## config.mk

```make
export PLATFORM = sky130hd
export DESIGN_NAME = ag32gbd_sram_arbiter
export DESIGN_NICKNAME = d
export VERILOG_FILES = /design/src/rtl/ag32gbd_sram_arbiter.sv
export SDC_FILE = /design/constraint.sdc
export NUM_CORES = 1
export LEC_CHECK = 0
export CAP_MARGIN = 30
export CORE_MARGIN = 2
export CORE_UTILIZATION = 44
export CTS_BUF_LIST = sky130_fd_sc_hd__clkbuf_16
export DETAILED_ROUTE_END_ITERATION = 12
export GPL_ROUTABILITY_DRIVEN = 0
export PLACE_DENSITY = 0.87
export SLEW_MARGIN = 5
export SYNTH_ARGS = -nofsm -noshare
export SYNTH_HDL_FRONTEND = slang
export SYNTH_SLANG_ARGS = --single-unit
```

## constraint.sdc

```tcl
create_clock -name sys_clock -period 2.2 [get_ports sys_clock]
set_input_delay 0.44 -clock sys_clock [delete_from_list [all_inputs] [get_ports sys_clock]]
set_output_delay 0.44 -clock sys_clock [all_outputs]
set_load 0.02 [all_outputs]
```

## src/rtl/ag32gbd_sram_arbiter.sv

```systemverilog
// Cartridge SRAM bus owner: arbitrates cart path vs image writer and
// sequences each access as SETUP / STROBE / HOLD with registered strobes.
//
// Ports:
//   sys_clock, sys_resetn             clock, async active-low reset
//   cart_req/we/addr/wdata            cart requester (level until ack)
//   cart_ack, cart_rdata              cart completion pulse, read data
//   wr_req/addr/data                  image writer (bank0, 12-bit addr)
//   wr_ack, writer_active             writer completion, writer owns bus
//   sram_addr/dout/dout_en/din        SRAM address and data bus
//   sram_nCS/nWE/nOE                  SRAM control strobes (active low)
module ag32gbd_sram_arbiter #(
  parameter int ADDR_W          = 17,
  parameter int STROBE_CYCLES   = 2,
  parameter int MAX_CART_STREAK = 4
) (
  input  logic              sys_clock,
  input  logic              sys_resetn,
  input  logic              cart_req,
  input  logic              cart_we,
  input  logic [ADDR_W-1:0] cart_addr,
  input  logic [7:0]        cart_wdata,
  output logic              cart_ack,
  output logic [7:0]        cart_rdata,
  input  logic              wr_req,
  input  logic [11:0]       wr_addr,
  input  logic [7:0]        wr_data,
  output logic              wr_ack,
  output logic              writer_active,
  output logic [ADDR_W-1:0] sram_addr,
  output logic [7:0]        sram_dout,
  output logic              sram_dout_en,
  input  logic [7:0]        sram_din,
  output logic              sram_nCS,
  output logic              sram_nWE,
  output logic              sram_nOE
);

  typedef enum logic [1:0] {
    S_IDLE,
    S_SETUP,
    S_STROBE,
    S_HOLD
  } state_t;

  localparam logic [3:0] STRB_LAST = 4'(STROBE_CYCLES - 1);
  localparam logic [3:0] STRK_MAX  = 4'(MAX_CART_STREAK);

  state_t     state_q;
  logic       own_wr_q;
  logic       we_q;
  logic [3:0] cnt_q;
  logic [3:0] streak_q;
  logic [3:0] streak_d;
  logic       grant_wr_d;
  logic       grant_cart_d;

  // Writer wins when the cart is idle or has used up its streak.
  assign grant_wr_d   = wr_req &&
                        (!cart_req || streak_q == STRK_MAX);
  assign grant_cart_d = cart_req && !grant_wr_d;

  always_comb begin
    streak_d = streak_q;
    if (grant_wr_d || !wr_req) begin
      streak_d = '0;
    end else if (grant_cart_d && streak_q != 4'hF) begin
      streak_d = streak_q + 4'd1;
    end
  end

  always_ff @(posedge sys_clock or negedge sys_resetn) begin
    if (!sys_resetn) begin
      state_q       <= S_IDLE;
      own_wr_q      <= 1'b0;
      we_q          <= 1'b0;
      cnt_q         <= '0;
      streak_q      <= '0;
      cart_ack      <= 1'b0;
      wr_ack        <= 1'b0;
      cart_rdata    <= '0;
      writer_active <= 1'b0;
      sram_addr     <= '0;
      sram_dout     <= '0;
      sram_dout_en  <= 1'b0;
      sram_nCS      <= 1'b1;
      sram_nWE      <= 1'b1;
      sram_nOE      <= 1'b1;
    end else begin
      cart_ack <= 1'b0;
      wr_ack   <= 1'b0;
      unique case (state_q)
        S_IDLE: begin
          streak_q <= streak_d;
          if (grant_wr_d) begin
            own_wr_q      <= 1'b1;
            we_q          <= 1'b1;
            sram_addr     <= ADDR_W'(wr_addr);
            sram_dout     <= wr_data;
            sram_dout_en  <= 1'b1;
            sram_nCS      <= 1'b0;
            writer_active <= 1'b1;
            state_q       <= S_SETUP;
          end else if (grant_cart_d) begin
            own_wr_q     <= 1'b0;
            we_q         <= cart_we;
            sram_addr    <= cart_addr;
            sram_dout    <= cart_wdata;
            sram_dout_en <= cart_we;
            sram_nCS     <= 1'b0;
            state_q      <= S_SETUP;
          end
        end
        S_SETUP: begin
          cnt_q    <= '0;
          sram_nWE <= !we_q;
          sram_nOE <= we_q;
          state_q  <= S_STROBE;
        end
        S_STROBE: begin
          if (cnt_q == STRB_LAST) begin
            sram_nWE <= 1'b1;
            sram_nOE <= 1'b1;
            state_q  <= S_HOLD;
            if (own_wr_q) begin
              wr_ack <= 1'b1;
            end else begin
              cart_ack <= 1'b1;
            end
            // Sample read data at the end of the last strobe cycle.
            if (!we_q) begin
              cart_rdata <= sram_din;
            end
          end else begin
            cnt_q <= cnt_q + 4'd1;
          end
        end
        S_HOLD: begin
          sram_nCS      <= 1'b1;
          sram_dout_en  <= 1'b0;
          writer_active <= 1'b0;
          state_q       <= S_IDLE;
        end
        default: state_q <= S_IDLE;
      endcase
    end
  end

endmodule

```

# After elaboration in Yosys (flattened, before gate mapping)
# Index checks and enable logic that the tools add are counted.
[word_totals] regBits=52 inputBits=58 output_inout_bits=40 elab_cells=80
[op_classes] add_sub_neg=2 n_eq_ne=10 muxes=30 n_bitwise=1 n_reduce_logical=22
[op_table] op="17-bit two-way mux" count=2
[op_table] op="8-bit two-way mux" count=2
[op_table] op="2-bit AND reduction" count=7
[op_table] op="1-bit two-way mux" count=13
[op_table] op="4-bit two-way mux" count=3
[op_table] op="1-bit one-hot mux with 2 select lines" count=5
[op_table] op="4-bit by 1-bit adder with 4-bit output, second input constant" count=2
[op_table] op="2-bit one-hot mux with 4 select lines" count=1
[op_table] op="4-bit one-hot mux with 2 select lines" count=1
[op_table] op="2-bit nonzero test" count=4
[op_table] op="2-bit two-way mux" count=3
[op_table] op="2-bit inequality test, second input constant" count=3
[op_table] op="2-bit equality test, second input constant" count=2
[op_table] op="4-bit by 1-bit equality test with 1-bit output, second input constant" count=1
[op_table] op="4-bit by 3-bit equality test with 1-bit output, second input constant" count=1
[op_table] op="1-bit zero test" count=4
[op_table] op="4-bit inequality test, second input constant" count=1
[op_table] op="1-bit logical AND" count=3
[op_table] op="3-bit inequality test, second input constant" count=1
[op_table] op="3-bit AND reduction" count=1
[op_table] op="2-bit by 1-bit equality test with 1-bit output, second input constant" count=1
[op_table] op="2-bit zero test" count=1
[op_table] op="1-bit logical OR" count=2
[op_table] op="1-bit NOT" count=1

# Longest topological paths before layout
# Gate-level depths: netlist of run 1.
[depth] ltp_word=8 mapped_depth=8

# Worst setup path before layout of run 1
# OpenSTA, ideal clock, no wires.
[synth_path] kind="flip-flop to flip-flop" from="register cnt_q[1]" to="register state_q[1]" setup_time_ns=0.128 arrival_ns=1.516 required_time_ns=2.072 path_slack_ns=0.557 path_stages_with_launch=6 cell_sequence="dfrtp_1 -> inv_1 -> ha_1 -> or3b_1 -> a22oi_2 -> mux2_1"
[synth_between] elab_chain_len=3
[synth_lines] item="start: declaration" line="52" source="logic [3:0] cnt_q;"
[synth_lines] item="start signal: assignment" line="135" source="cnt_q <= cnt_q + 4'd1;"
[synth_lines] item="4-bit by 1-bit equality test with 1-bit output" line="121" source="if (cnt_q == STRB_LAST) begin"
[synth_lines] item="2-bit inequality test (no line)"
[synth_lines] item="2-bit AND reduction (no line)"
[synth_lines] item="end signal: assignment" line="118" source="state_q <= S_STROBE;"
[synth_lines] item="end signal: assignment" line="124" source="state_q <= S_HOLD;"
[synth_lines] item="end signal: assignment" line="142" source="state_q <= S_IDLE;"
[synth_lines] item="end: declaration" line="49" source="state_t state_q;"
# Every way passes these cells.
# A chain may end at the register's enable or synchronous reset.

# Worst setup path in the final report of run 1
[layout_path] from="register sram_nCS" to="output sram_nCS"
[layout_rtl] item="start: declaration" line="34" source="output logic sram_nCS,"
[layout_rtl] item="start signal: assignment" line="86" source="sram_nCS <= 1'b1;"
[layout_rtl] item="start signal: assignment" line="101" source="sram_nCS <= 1'b0;"
[layout_rtl] item="start signal: assignment" line="110" source="sram_nCS <= 1'b0;"
# No word-level cell between the ends.

==> results.sh, run 1 <==
export IMPL_status="complete, no violations"
export IMPL_synth_edf_count=0
export IMPL_dieArea_um2=6630
export IMPL_clk_pin_slew_worst_paths_ps=60
export IMPL_finalCritPeriodShare_pct=85.1
export IMPL_row_count=28
export IMPL_num_antenna_cells=0
export IMPL_die_h_um=81.4
export IMPL_grt_usage_pct=20.9
export IMPL_grt_pass1_wl_um=10700
export IMPL_io_buffers=97
export IMPL_max_freq_mhz=534
export IMPL_ir_drop_mv=0.658
export IMPL_cpPeakStageDelay_ps=600
export IMPL_crit_type="reg -> out"
export IMPL_ant_nets=0
export IMPL_grt_pass1_vias=2333
export IMPL_boundaryPins=98
export IMPL_clk_latency_ps=290
export IMPL_synth_top_area_share_pct=46.5
export IMPL_drc=0
export IMPL_synth_cell_types=44
export IMPL_start_util_pct=45.1
export IMPL_cts_resized=0
export IMPL_cp_slowest_cell="clkdlybuf4s50_1"
export IMPL_syn_to_final_growth_pct=47.2
export IMPL_synthFlopType="dfrtp_1"
export IMPL_final_setup_tns_ps=0
export IMPL_clock_skew_ps=2.05
export IMPL_wl_um=6680
export IMPL_coreArea_um2=5850
export IMPL_cts_setup_buffers=0
export IMPL_dp_final_hpwl_um=5170
export IMPL_clock_tree_root_cell="clkbuf_16"
export IMPL_drtPass1Iterations=5
export IMPL_fin_nets=420
export IMPL_yosysTopAreaCell="dfrtp_1"
export IMPL_yosysSeqAreaShare_pct=49.5
export IMPL_crit_path_max_fanout=3
export IMPL_cts_path_max_buffers=2
export IMPL_vias_per_cell=5.41
export IMPL_cts_buffers=5
export IMPL_cap_violations=0
export IMPL_ys_seq_elements=52
export IMPL_grt_met1_usage_pct=25.0
export IMPL_synth_nets=320
export IMPL_cts_hold_buffers_added=0
export IMPL_final_setup_viol_count=0
export IMPL_overflow=0
export IMPL_grt_setup_unrepaired="false"
export IMPL_synth_warnings=0
export IMPL_grtUsageMet2_pct=37.7
export IMPL_worstPathArrival_ps=1430
export IMPL_cts_sinks=52
export IMPL_avgSynthCellArea_um2=10.4
export IMPL_crit_family="buffers and inverters"
export IMPL_required_ps=1760
export IMPL_wire_per_inst_um=15.5
export IMPL_worstSetupStartpointType="register"
export IMPL_drtIter0Drc=86
export IMPL_syn_area_um2=2640
export IMPL_path_cells="clkdlybuf4s50_1"
export IMPL_power_mw=5.22
export IMPL_yosysMostFrequentCell="nand2_1"
export IMPL_synth_area_leaders="dfrtp_1 46%, o211ai_2 8.5%, nand2_1 8.4%, nand4_1 5.2%, ha_1 3.8%"
export IMPL_powerDensity_nw_per_um2=1340
export IMPL_vias=2328
export IMPL_hold_class="in -> async"
export IMPL_die_w_um=81.4
export IMPL_report_final_slew_viol_count=0
export IMPL_use_met3_pct=4.40
export IMPL_grt_max_degree=33
export IMPL_synth_async_reset_ratio_pct=100
export IMPL_worstMarginPinSlew_ps=503
export IMPL_slew_headroom_pct=66.4
export IMPL_drive_gt1_share_pct=16.1
export IMPL_busiest_layer="met2"
export IMPL_crit_buf_inv=1
export IMPL_endpoint_kind="output port"
export IMPL_leakage_nw=1.69
export IMPL_fin_crit_ps=1870
export IMPL_antenna_found_initial=0
export IMPL_synth_common_cells="59 x nand2_1, 49 x dfrtp_1, 22 x nand4_1"
export IMPL_synthCells=254
export IMPL_cts_htree_levels=2
export IMPL_cts_tree="built"
export IMPL_final_hold_viol_count=0
==> worst reg2reg max path, stage by stage, from the launching register on <==
cell	delay (ps)
dfrtp_1	410
inv_1	70
ha_1	170
or3b_1	410
a22oi_2	230
mux2_1	350
==> through the flow <==
stage / setup slack, ps / cells / area, um^2 / hold slack, ps / util, %
finish: 328 / 430 / 3880 / 116 / 66.4
global route: 301 / 430 / 3880 / 150 / 66.4
CTS: 318 / 430 / 3880 / 134 / 66.4
detailed placement: 222 / 422 / 3720 / 421 / 63.5
global placement: 316 / 422 / 3720 / 412 / 63.5
floorplan: 557 / 254 / 2640 / 144 / -
==> where the power goes <==
part           internal [mW]  leakage (nW)  total [mW]  switching (mW)
logic                   1.26         0.964        2.66            1.40
registers               1.40         0.651        1.68           0.284
clock network          0.534        0.0798       0.868           0.334
total                   3.20          1.69        5.22            2.02
==> sequential cells by signal (all words and copies together), names as in the netlist, 2 cells and up <==
signal and cells:
cnt_q 4, streak_q 4, sram_dout 8, sram_addr 17, state_q 2, cart_rdata 8
==> path summary, 6_finish.rpt <==
check,start,endpoint,slack (ps),depth (start not counted)
max,sram_nCS,sram_nCS,330,1
min,sys_resetn,cnt_q[2],120,1
max reg2reg,cnt_q[1],state_q[1],430,5
min reg2reg,own_wr_q,cart_ack,440,1
max in group asynchronous,sys_resetn,sram_nWE,1490,2
min in group sys_clock,own_wr_q,cart_ack,440,1
==> layout by cell type, fill, tap and decap left out, types with 2 or more instances in the layout <==
cell	synthesis	routed
buf_4	0	13
inv_1	12	12
nand3_1	5	5
mux2_1	3	3
o21a_1	2	2
o21ai_1	5	5
nor2_1	7	7
o211ai_1	4	4
dfrtp_1	49	49
mux2i_1	4	4
a21o_1	2	2
nand2_1	59	59
clkbuf_16	0	5
o211ai_2	18	18
dfstp_2	3	3
ha_1	8	8
a21oi_1	3	3
nand4_1	22	22
clkdlybuf4s50_1	0	96
mux2_2	6	6
nand2b_1	2	2
==> logic make-up (layout without fill, tap and decap cells) <==
| group | count (synthesis) | in the layout | synth area share, % |
|---|---|---|---|
| simple gates | 104 | 104 | 19.3 |
| flops | 52 | 52 | 49.5 |
| compound gates | 46 | 46 | 16.4 |
| buf+inv | 30 | 131 | 5.45 |
| mux | 13 | 13 | 5.36 |
| fa+ha+maj | 8 | 8 | 3.79 |
| xor+xnor | 1 | 1 | 0.332 |
==> metal layers <==
layer / share of wire (%) / vias to the layer above
met3: 6.9 / 10
met5: 0 / -
li1: - / 1101
met1: 39 / 1122
met2: 52 / 95
met4: 1.6 / 0
==> final cells by class <==
cell class,instances,area [um^2]
multi-input cells,172,1190
inverters,12,45.0
repair buffers,111,1080
well taps,75,93.8
clock inverters,3,42.5
fillers,438,1970
clock buffers,5,125
flip-flops and latches,52,1310
No activity file was read; power rests on OpenSTA's default activity.
==> inputs of run 2 (changes only) <==
--- a/config.mk
+++ b/config.mk
@@ -7,11 +7,11 @@
 export LEC_CHECK = 0
 export CAP_MARGIN = 30
 export CORE_MARGIN = 2
-export CORE_UTILIZATION = 44
+export CORE_UTILIZATION = 40
 export CTS_BUF_LIST = sky130_fd_sc_hd__clkbuf_16
 export DETAILED_ROUTE_END_ITERATION = 12
 export GPL_ROUTABILITY_DRIVEN = 0
-export PLACE_DENSITY = 0.87
+export PLACE_DENSITY = 0.8
 export SLEW_MARGIN = 5
 export SYNTH_ARGS = -nofsm -noshare
 export SYNTH_HDL_FRONTEND = slang
==> results.sh, run 2 (synthesis gave the netlist of run 1 again) <==
export IMPL_cts_tree="built"
export IMPL_drtIter0Drc=135
export IMPL_grt_pass1_vias=2320
export IMPL_clk_pin_slew_worst_paths_ps=70
export IMPL_antenna_found_initial=0
export IMPL_vias=2267
export IMPL_clk_latency_ps=290
export IMPL_vias_per_cell=5.26
export IMPL_sequentialPowerShare_pct=32.1
export IMPL_start_util_pct=41.6
export IMPL_dp_final_hpwl_um=4960
export IMPL_die_w_um=85.2
export IMPL_finalCritPeriodShare_pct=85.0
export IMPL_grt_pass1_wl_um=11000
export IMPL_layout_commonest_cell="clkdlybuf4s50_1"
export IMPL_reg_top3="sram_addr (17), cart_rdata (8), sram_dout (8)"
export IMPL_cts_hold_buffers_added=0
export IMPL_fin_crit_ps=1870
export IMPL_r2r_start="cnt_q[1]"
export IMPL_crit_family="buffers and inverters"
export IMPL_cts_buffers=5
export IMPL_grt_max_degree=32
export IMPL_layout_common_cells="96 x clkdlybuf4s50_1, 59 x nand2_1, 49 x dfrtp_1"
export IMPL_clock_skew_ps=6.15
export IMPL_num_fill_cells=505
export IMPL_cpPeakStageDelay_ps=600
export IMPL_cp_slowest_cell="clkdlybuf4s50_1"
export IMPL_top_register="sram_addr"
export IMPL_wl_um=6510
export IMPL_intPower_mw=3.22
export IMPL_row_count=29
export IMPL_cts_resized=0
export IMPL_cts_path_max_buffers=2
export IMPL_r2r_worst_path_cells=5
export IMPL_switching_share_pct=38.5
export IMPL_clock_tree_root_cell="clkbuf_16"
export IMPL_drive_gt1_share_pct=15.8
export IMPL_grt_usage_pct=19.1
export IMPL_drtPass1Iterations=4
export IMPL_crit_type="reg -> out"
export IMPL_grt_setup_unrepaired="false"
export IMPL_cts_sinks=52
export IMPL_hold_class="in -> async"
export IMPL_fin_nets=419
export IMPL_path_cells="clkdlybuf4s50_1"
export IMPL_ant_nets=0
export IMPL_cap_violations=0
export IMPL_worstPathArrival_ps=1430
export IMPL_cts_setup_buffers=0
export IMPL_place_area_um2=3740
export IMPL_largest_reg_flops=17
export IMPL_final_hold_viol_count=0
export IMPL_power_frac_comb_pct=51.2
export IMPL_dieArea_um2=7260
export IMPL_endpoint_kind="output port"
export IMPL_overflow=0
export IMPL_max_freq_mhz=535
export IMPL_num_antenna_cells=0
export IMPL_p_switching_mw=2.01
export IMPL_ir_drop_mv=0.789
export IMPL_cts_htree_levels=2
export IMPL_clkPwrFrac_pct=16.8
export IMPL_setup_worst_path_start="sram_nCS"
export IMPL_rrSetupSlack_ps=460
export IMPL_drc=0
export IMPL_leakage_nw=1.70
export IMPL_worstSetupStartpointType="register"
export IMPL_status="complete, no violations"
export IMPL_worstMarginPinSlew_ps=531
export IMPL_final_setup_viol_count=0
export IMPL_required_ps=1760
export IMPL_slew_headroom_pct=64.6
export IMPL_io_buffers=97
export IMPL_crit_buf_inv=1
export IMPL_final_setup_tns_ps=0
export IMPL_boundaryPins=98
export IMPL_fin_area_um2=3910
export IMPL_coreArea_um2=6350
export IMPL_die_h_um=85.2
export IMPL_crit_path_max_fanout=3
export IMPL_syn_to_final_growth_pct=48.0
export IMPL_r2r_end="state_q[1]"
export IMPL_wire_per_inst_um=15.1
export IMPL_powerDensity_nw_per_um2=1340
export IMPL_report_final_slew_viol_count=0
[run 2: area by class of cell]
class	instances	area [um^2]	area share (%)
well taps	77	96.3	2.47
inverters	12	45.0	1.15
repair buffers	110	1100	28.2
clock buffers	5	125	3.20
clock inverters	3	42.5	1.09
flip-flops and latches	52	1310	33.4
multi-input cells	172	1190	30.5
[run 2: per-stage QoR]
| stage | total power, mW | instances | util, % | setup slack (ps) | hold slack (ps) |
|---|---|---|---|---|---|
| 2_1_floorplan | 3.24 | 254 | - | 557 | 144 |
| 5_1_grt | 5.58 | 431 | 61.5 | 291 | 176 |
| 3_5_place_dp | 4.39 | 423 | 58.9 | 248 | 417 |
| 4_1_cts | 5.29 | 431 | 61.5 | 318 | 140 |
| 3_3_place_gp | 4.31 | 423 | 58.9 | 303 | 414 |
| 6_report | 5.23 | 431 | 61.5 | 330 | 124 |
[run 2: worst max path at each step]
| stage | endpoint | slack (ps) | cells past startpoint |
|---|---|---|---|
| after floorplan | state_q[1] | 560 | 5 |
| after global placement | sram_dout[4] | 300 | 6 |
| after detailed placement | sram_addr[8] | 250 | 6 |
| after CTS | sram_nCS | 320 | 1 |
| after global routing | sram_nCS | 290 | 1 |
| final | sram_nCS | 330 | 1 |
[run 2: routing by layer]
metal / share of wire (%) / routed length [um] / vias to the layer above / GRT usage [%]
met4: 2.1 / 139 / 0 / 7.50
met5: 0 / 0 / - / 0
met1: 41 / 2690 / 1066 / 23.7
met2: 49 / 3210 / 87 / 31.7
li1: - / - / 1101 / -
met3: 7.2 / 470 / 13 / 5.06
[run 2: power by group through the flow]
stage	Clock, mW	Sequential [mW]	Combinational (mW)
2_1_floorplan	0	2.05	1.18
3_3_place_gp	0	1.68	2.63
3_5_place_dp	0	1.69	2.70
4_1_cts	0.901	1.68	2.71
5_1_grt	0.938	1.73	2.91
6_report	0.877	1.68	2.68
